==> config.mk <==
export PLATFORM = sky130hd
export DESIGN_NAME = bilinear_scaler_seq
export DESIGN_NICKNAME = d
export VERILOG_FILES = /design/src/rtl/bilinear_scaler_seq.sv
export SDC_FILE = /design/constraint.sdc
export NUM_CORES = 2
export LEC_CHECK = 0
export ABC_AREA = 1
export CAP_MARGIN = 20
export CORE_ASPECT_RATIO = 1.2
export CORE_MARGIN = 3
export CORE_UTILIZATION = 35
export CTS_CLUSTER_SIZE = 28
export DETAILED_ROUTE_END_ITERATION = 10
export PLACE_DENSITY = 0.58
export RECOVER_POWER = 100
export SYNTH_ARGS = -nofsm -noshare
export SYNTH_HDL_FRONTEND = slang
export SYNTH_SLANG_ARGS = --single-unit
==> constraint.sdc <==
create_clock -name clk -period 15.6 [get_ports clk]
set_input_delay 1.56 -clock clk [delete_from_list [all_inputs] [get_ports clk]]
set_output_delay 1.56 -clock clk [all_outputs]
set_load 0.02 [all_outputs]
==> src/rtl/bilinear_scaler_seq.sv <==
`default_nettype none
// ============================================================================
// Module   : bilinear_scaler_seq
// Purpose  : Sequential bilinear image resizer. Reads four neighbours per
//            destination pixel from a 1-cycle-latency source BRAM, blends
//            them with fixed-point weights and writes one rounded pixel,
//            honouring sink backpressure. Run-time sizes and scale.
// Revision : 1.0 - initial release
// ============================================================================
module bilinear_scaler_seq #(
  parameter int ADDR_W = 19,
  parameter int PIX_W  = 8,
  parameter int DIM_W  = 16,
  parameter int FRAC_W = 8
) (
  input  logic              clk,
  input  logic              rst_n,
  input  logic [DIM_W-1:0]  in_w,
  input  logic [DIM_W-1:0]  in_h,
  input  logic [DIM_W-1:0]  out_w,
  input  logic [DIM_W-1:0]  out_h,
  input  logic [DIM_W-1:0]  inv_scale,
  input  logic              start,
  output logic              busy,
  output logic              done,
  output logic [ADDR_W-1:0] in_addr,
  output logic              in_rd_en,
  input  logic [PIX_W-1:0]  in_data,
  output logic [ADDR_W-1:0] out_addr,
  output logic [PIX_W-1:0]  out_data,
  output logic              out_we,
  input  logic              out_ready
);

  localparam int c_PROD_W = 2 * DIM_W;
  localparam int c_ACC_W  = PIX_W + 2 * FRAC_W + 2;
  localparam logic [FRAC_W:0]    c_ONE  = {1'b1, {FRAC_W{1'b0}}};
  localparam logic [c_ACC_W-1:0] c_HALF = c_ACC_W'(1) << (2 * FRAC_W - 1);
  localparam logic [c_ACC_W-1:0] c_PMAX = c_ACC_W'((1 << PIX_W) - 1);

  typedef enum logic [3:0] {
    S_IDLE  = 4'd0, S_COORD = 4'd1, S_RD00 = 4'd2, S_RD10 = 4'd3,
    S_RD01  = 4'd4, S_RD11  = 4'd5, S_WAIT = 4'd6, S_MAC  = 4'd7,
    S_WR    = 4'd8, S_DONE  = 4'd9
  } state_t;

  state_t r_state, w_state_nxt;

  logic [DIM_W-1:0]  r_in_w, r_in_h, r_out_w, r_out_h, r_inv_scale;
  logic [DIM_W-1:0]  r_x_dst, r_y_dst;
  logic [DIM_W-1:0]  r_ix, r_iy, r_ix1, r_iy1;
  logic [FRAC_W-1:0] r_ax, r_ay;
  logic [PIX_W-1:0]  r_i00, r_i10, r_i01, r_i11;

  // Source coordinate and weight generation, clamped at right/bottom edges
  logic [c_PROD_W-1:0] w_xs, w_ys, w_ix_raw, w_iy_raw;
  logic [DIM_W-1:0]    w_xmax, w_ymax, w_ix, w_iy, w_ix1, w_iy1;
  logic [FRAC_W-1:0]   w_ax, w_ay;
  logic                w_x_clamp, w_y_clamp;

  // Coordinate mapping: destination index times reciprocal scale
  always_comb begin
    w_xs      = {{DIM_W{1'b0}}, r_x_dst} * {{DIM_W{1'b0}}, r_inv_scale};
    w_ys      = {{DIM_W{1'b0}}, r_y_dst} * {{DIM_W{1'b0}}, r_inv_scale};
    w_ix_raw  = w_xs >> FRAC_W;
    w_iy_raw  = w_ys >> FRAC_W;
    w_xmax    = r_in_w - DIM_W'(1);
    w_ymax    = r_in_h - DIM_W'(1);
    w_x_clamp = (w_ix_raw >= {{DIM_W{1'b0}}, w_xmax});
    w_y_clamp = (w_iy_raw >= {{DIM_W{1'b0}}, w_ymax});
    w_ix      = w_x_clamp ? w_xmax : w_ix_raw[DIM_W-1:0];
    w_iy      = w_y_clamp ? w_ymax : w_iy_raw[DIM_W-1:0];
    w_ax      = w_x_clamp ? '0 : w_xs[FRAC_W-1:0];
    w_ay      = w_y_clamp ? '0 : w_ys[FRAC_W-1:0];
    w_ix1     = (w_ix < w_xmax) ? w_ix + DIM_W'(1) : w_xmax;
    w_iy1     = (w_iy < w_ymax) ? w_iy + DIM_W'(1) : w_ymax;
  end

  // Weighted blend with round-half-up and saturation to the pixel range
  logic [FRAC_W:0]    w_nax, w_nay;
  logic [c_ACC_W-1:0] w_top, w_bot, w_v, w_q;
  logic [PIX_W-1:0]   w_result;

  // Two-stage horizontal then vertical interpolation
  always_comb begin
    w_nax    = c_ONE - {1'b0, r_ax};
    w_nay    = c_ONE - {1'b0, r_ay};
    w_top    = c_ACC_W'(r_i00) * c_ACC_W'(w_nax) + c_ACC_W'(r_i10) * c_ACC_W'(r_ax);
    w_bot    = c_ACC_W'(r_i01) * c_ACC_W'(w_nax) + c_ACC_W'(r_i11) * c_ACC_W'(r_ax);
    w_v      = w_top * c_ACC_W'(w_nay) + w_bot * c_ACC_W'(r_ay);
    w_q      = (w_v + c_HALF) >> (2 * FRAC_W);
    w_result = (w_q > c_PMAX) ? {PIX_W{1'b1}} : w_q[PIX_W-1:0];
  end

  logic w_x_last, w_y_last;
  assign w_x_last = ((DIM_W+1)'(r_x_dst) + (DIM_W+1)'(1)) >= (DIM_W+1)'(r_out_w);
  assign w_y_last = ((DIM_W+1)'(r_y_dst) + (DIM_W+1)'(1)) >= (DIM_W+1)'(r_out_h);

  // State register
  always_ff @(posedge clk) begin
    if (!rst_n) r_state <= S_IDLE;
    else        r_state <= w_state_nxt;
  end

  // Next-state decode and per-state output strobes/addresses
  logic [DIM_W-1:0] w_rd_x, w_rd_y;
  always_comb begin
    w_state_nxt = r_state;
    busy        = 1'b1;
    done        = 1'b0;
    in_rd_en    = 1'b0;
    out_we      = 1'b0;
    w_rd_x      = r_ix;
    w_rd_y      = r_iy;
    case (r_state)
      S_IDLE: begin
        busy = 1'b0;
        if (start) begin
          if ((in_w == '0) || (in_h == '0) || (out_w == '0) || (out_h == '0))
            w_state_nxt = S_DONE;
          else
            w_state_nxt = S_COORD;
        end
      end
      S_COORD: w_state_nxt = S_RD00;
      S_RD00: begin
        in_rd_en = 1'b1;
        w_state_nxt = S_RD10;
      end
      S_RD10: begin
        in_rd_en = 1'b1;
        w_rd_x = r_ix1;
        w_state_nxt = S_RD01;
      end
      S_RD01: begin
        in_rd_en = 1'b1;
        w_rd_y = r_iy1;
        w_state_nxt = S_RD11;
      end
      S_RD11: begin
        in_rd_en = 1'b1;
        w_rd_x = r_ix1;
        w_rd_y = r_iy1;
        w_state_nxt = S_WAIT;
      end
      S_WAIT: w_state_nxt = S_MAC;
      S_MAC:  w_state_nxt = S_WR;
      S_WR: begin
        // A write still in flight when reset asserts must not reach the sink
        out_we = rst_n;
        if (out_ready)
          w_state_nxt = (w_x_last && w_y_last) ? S_DONE : S_COORD;
      end
      S_DONE: begin
        busy = 1'b0;
        done = 1'b1;
        w_state_nxt = S_IDLE;
      end
      default: w_state_nxt = S_IDLE;
    endcase
    in_addr  = in_rd_en ? (ADDR_W'(w_rd_y) * ADDR_W'(r_in_w) + ADDR_W'(w_rd_x)) : '0;
    out_addr = (r_state == S_WR) ?
               (ADDR_W'(r_y_dst) * ADDR_W'(r_out_w) + ADDR_W'(r_x_dst)) : '0;
  end

  // Datapath registers: config latch, raster counters, neighbours, result
  always_ff @(posedge clk) begin
    if (!rst_n) begin
      r_in_w <= '0; r_in_h <= '0; r_out_w <= '0; r_out_h <= '0;
      r_inv_scale <= '0;
      r_x_dst <= '0; r_y_dst <= '0;
      r_ix <= '0; r_iy <= '0; r_ix1 <= '0; r_iy1 <= '0;
      r_ax <= '0; r_ay <= '0;
      r_i00 <= '0; r_i10 <= '0; r_i01 <= '0; r_i11 <= '0;
      out_data <= '0;
    end else begin
      case (r_state)
        S_IDLE: if (start) begin
          r_in_w <= in_w; r_in_h <= in_h;
          r_out_w <= out_w; r_out_h <= out_h;
          r_inv_scale <= inv_scale;
          r_x_dst <= '0; r_y_dst <= '0;
        end
        S_COORD: begin
          r_ix <= w_ix; r_iy <= w_iy; r_ix1 <= w_ix1; r_iy1 <= w_iy1;
          r_ax <= w_ax; r_ay <= w_ay;
        end
        S_RD10: r_i00 <= in_data;
        S_RD01: r_i10 <= in_data;
        S_RD11: r_i01 <= in_data;
        S_WAIT: r_i11 <= in_data;
        S_MAC:  out_data <= w_result;
        S_WR: if (out_ready) begin
          if (!w_x_last) begin
            r_x_dst <= r_x_dst + DIM_W'(1);
          end else begin
            r_x_dst <= '0;
            if (!w_y_last) r_y_dst <= r_y_dst + DIM_W'(1);
          end
        end
        default: ;
      endcase
    end
  end

endmodule
`default_nettype wire
==> impl_metrics.ini <==
[yosys]
synth-seq-cells = 236
async_flop_share_pct = 0
ys_warn_count = 0
netlist_area_um2 = 62990
avgSynthCellArea_um2 = 7.399
yosys.cell_types.count = 60
synth-edff-count = 0
syn_inst = 8514
synth-main-ff-cell = dfxtp_1
seq_area_frac_synth_pct = 7.500
synth_nets = 10370

[route]
vias = 52292
vias_per_cell = 4.817
drtAntennaViolNets = 0
post_drt_wl_per_cell_um = 17.21
drtPass1Iterations = 5
drc = 0
drtIter0Drc = 3080
drt-total-wl_um = 186800

[placed_design]
hpwl_um = 154200
port_buffers = 141
globalplace.congestion = 0.9373
pre_cts_slack_ns = 1.928

[grt]
grt_max_degree = 97
first_global_vias = 55330
grt_pass1_wl_um = 303800
grt-ovfl-total = 0
grt_use_met3_pct = 1.439
grt_util_met1_pct = 26.34
grt_use_total_pct = 20.65
met2_usage_pct = 37.01
grt.busiest_layer = met2
antenna_found_initial = 3

[setup_path]
startpoint_type = register
crit_fanout = 21
slowest_delay_ns = 0.70
crit_slowest_cell = xor2_1
end_kind = register
cp.required_ns = 16.16
worstSetupPathType = register to register
cp_common_cell = fa_1
arrival_ns = 14.53

[clocking]
cts_resized = 0
cts_max_level = 1
cts_hold_buffers = 0
clock_path_buffers = 3
cts.sinks = 236
clk_transition_reported_paths_ns = 0.06
root_buffer = clkbuf_16
cts_buffers = 31
cts_tree = done
postCtsSetupRepairBufs = 0
clk_latency_ns = 0.67

[timing]
skew_ns = 0.04656
slew_headroom_pct = -144.9
period_share_pct = 89.60
fmax_mhz = 71.54
tns_ns = 0
hold_viol_final = 0
setup_viol = 0
worst_slew_pin_slew_ns = 3.674
drv_slew = 399
rsz0062_at_grt = no
worst_slack_ns = 1.623
period_minus_slack_ns = 13.98

[floorplanning]
die_x_um = 393.3
row_count = 169
core-area_um2 = 177800
die-height_um = 470.7
dieArea_um2 = 185100
start_util_pct = 35.42
io_pins = 142

[pwr]
p_sw_w = 0.002060
swShare_pct = 51.79
p_per_area_nw_per_um2 = 58.77
power_leakage_nw = 36.79
pwr-share-seq_pct = 19.1
power_frac_comb_pct = 60.4
fin_total_pwr_w = 0.003977
intPower_w = 0.001917
irDropWorstVdd_mv = 0.07189
pwr-share-clk_pct = 20.5

[finish]
drive_above_1_share_pct = 2.955
multiInputGateArea_um2 = 48110
nets = 10292
area_growth_pct = 7.425
regArea_um2 = 4725
n_fill_cell = 18622

[job]
cap_violations = 8

[run_status]
status = finished, violations left
violations = max-capacitance violations, max-slew violations

[hold_path]
hold_class = register to register
synth_stat cells, types with 20 or more instances:
master	instances	area (um^2)
inv_1	2288	8588
nand2_1	1915	7188
fa_1	1116	22340
ha_1	648	8108
nor2_1	555	2083
a21oi_1	390	1952
clkbuf_1	278	1044
dfxtp_1	236	4725
o21ai_0	227	1136
nand3_1	224	1121
xor2_1	114	998.5
xnor2_1	59	516.8
nand4_1	47	294.0
nor3_1	37	185.2
nor4_1	28	175.2
buf_1	25	93.84
nand2_2	25	156.4
nand3b_1	23	172.7
clkinv_1	22	82.58
or2_2	22	137.6
nor2_2	21	131.4
o21ai_1	20	100.1
routing by layer:
layer	share of wire, %	routed length (um)
met5	0	0
met3	4.2	7838
met4	3.5	6613
met1	42	78680
met2	50	93690
cells by family after synthesis:
group	synth area share, %
AND/OR/NAND/NOR	19.37
buffers and inverters	15.99
adder cells (fa/ha/maj)	48.34
AO/OA/AOI/OAI	6.340
flip-flops	7.500
XOR/XNOR	2.405
multiplexers	0.05164
cell type report:
type / instances / area share [%]
repair buffers: 223 / 2.977
multi-input cells: 5623 / 71.09
clock buffers: 40 / 1.255
clock inverters: 18 / 0.3827
well taps: 2394 / 4.426
diodes: 1 / 0.003698
flip-flops and latches: 236 / 6.982
inverters: 2321 / 12.88
path summary, 6_finish.rpt:
check | startpoint | endpoint | slack (ns) | depth (start not counted)
setup / recovery | r_ax[0] | out_data[3] | 1.62 | 51
hold / removal | r_iy1[2] | r_iy1[2] | 0.46 | 2
setup reg to reg | r_ax[0] | out_data[3] | 1.62 | 51
hold reg to reg | r_iy1[2] | r_iy1[2] | 0.46 | 2
power by group through the flow:
stage | Combinational, W | Sequential (W) | Clock (W)
final | 0.00240 | 0.000758 | 0.000816
after global routing | 0.00275 | 0.000765 | 0.000854
after CTS | 0.00244 | 0.000756 | 0.000837
after detailed placement | 0.00242 | 0.000769 | 0
after global placement | 0.00238 | 0.000768 | 0
after floorplan | 0.00176 | 0.000705 | 0
critical path, delay by kind of cell, from the launching register on:
family	cells	cell delay [ns]
flip-flops	1	0.65
XOR/XNOR	3	1.83
AND/OR/NAND/NOR	12	1.77
buffers and inverters	12	1.46
AO/OA/AOI/OAI	9	1.53
adder cells (fa/ha/maj)	15	6.59
placed cells by master, fill, tap and decap left out, types with 13 or more instances in the layout:
| cell type | synthesis | routed |
|---|---|---|
| clkbuf_16 | 0 | 31 |
| nand3b_1 | 23 | 24 |
| nand3_1 | 224 | 227 |
| inv_1 | 2288 | 2290 |
| clkdlybuf4s50_1 | 0 | 94 |
| xnor2_1 | 59 | 59 |
| nand2_2 | 25 | 14 |
| nor4_1 | 28 | 28 |
| nand2_1 | 1915 | 1926 |
| dfxtp_1 | 236 | 236 |
| o21ai_0 | 227 | 229 |
| ha_1 | 648 | 648 |
| fa_1 | 1116 | 1116 |
| nand4_1 | 47 | 47 |
| dlygate4sd3_1 | 0 | 46 |
| buf_4 | 14 | 74 |
| clkinv_1 | 22 | 21 |
| a21oi_1 | 390 | 390 |
| o211ai_1 | 14 | 14 |
| or2_2 | 22 | 22 |
| xor2_1 | 114 | 114 |
| nor2_1 | 555 | 554 |
| clkbuf_1 | 278 | 13 |
| nor2_2 | 21 | 21 |
| o21ai_1 | 20 | 19 |
| nor3_1 | 37 | 37 |
stage by stage:
| stage | instances | area (um^2) | utilization, % | hold WS [ns] |
|---|---|---|---|---|
| floorplan | 8514 | 62990 | - | 0.4353 |
| global placement | 10796 | 66670 | 37.49 | 0.4486 |
| detailed placement | 10796 | 66670 | 37.49 | 0.4540 |
| CTS | 10854 | 67780 | 38.12 | 0.4630 |
| global route | 10856 | 67670 | 38.05 | 0.4764 |
| finish | 10856 | 67670 | 38.05 | 0.4607 |
Power figures use the tool's default switching activity.
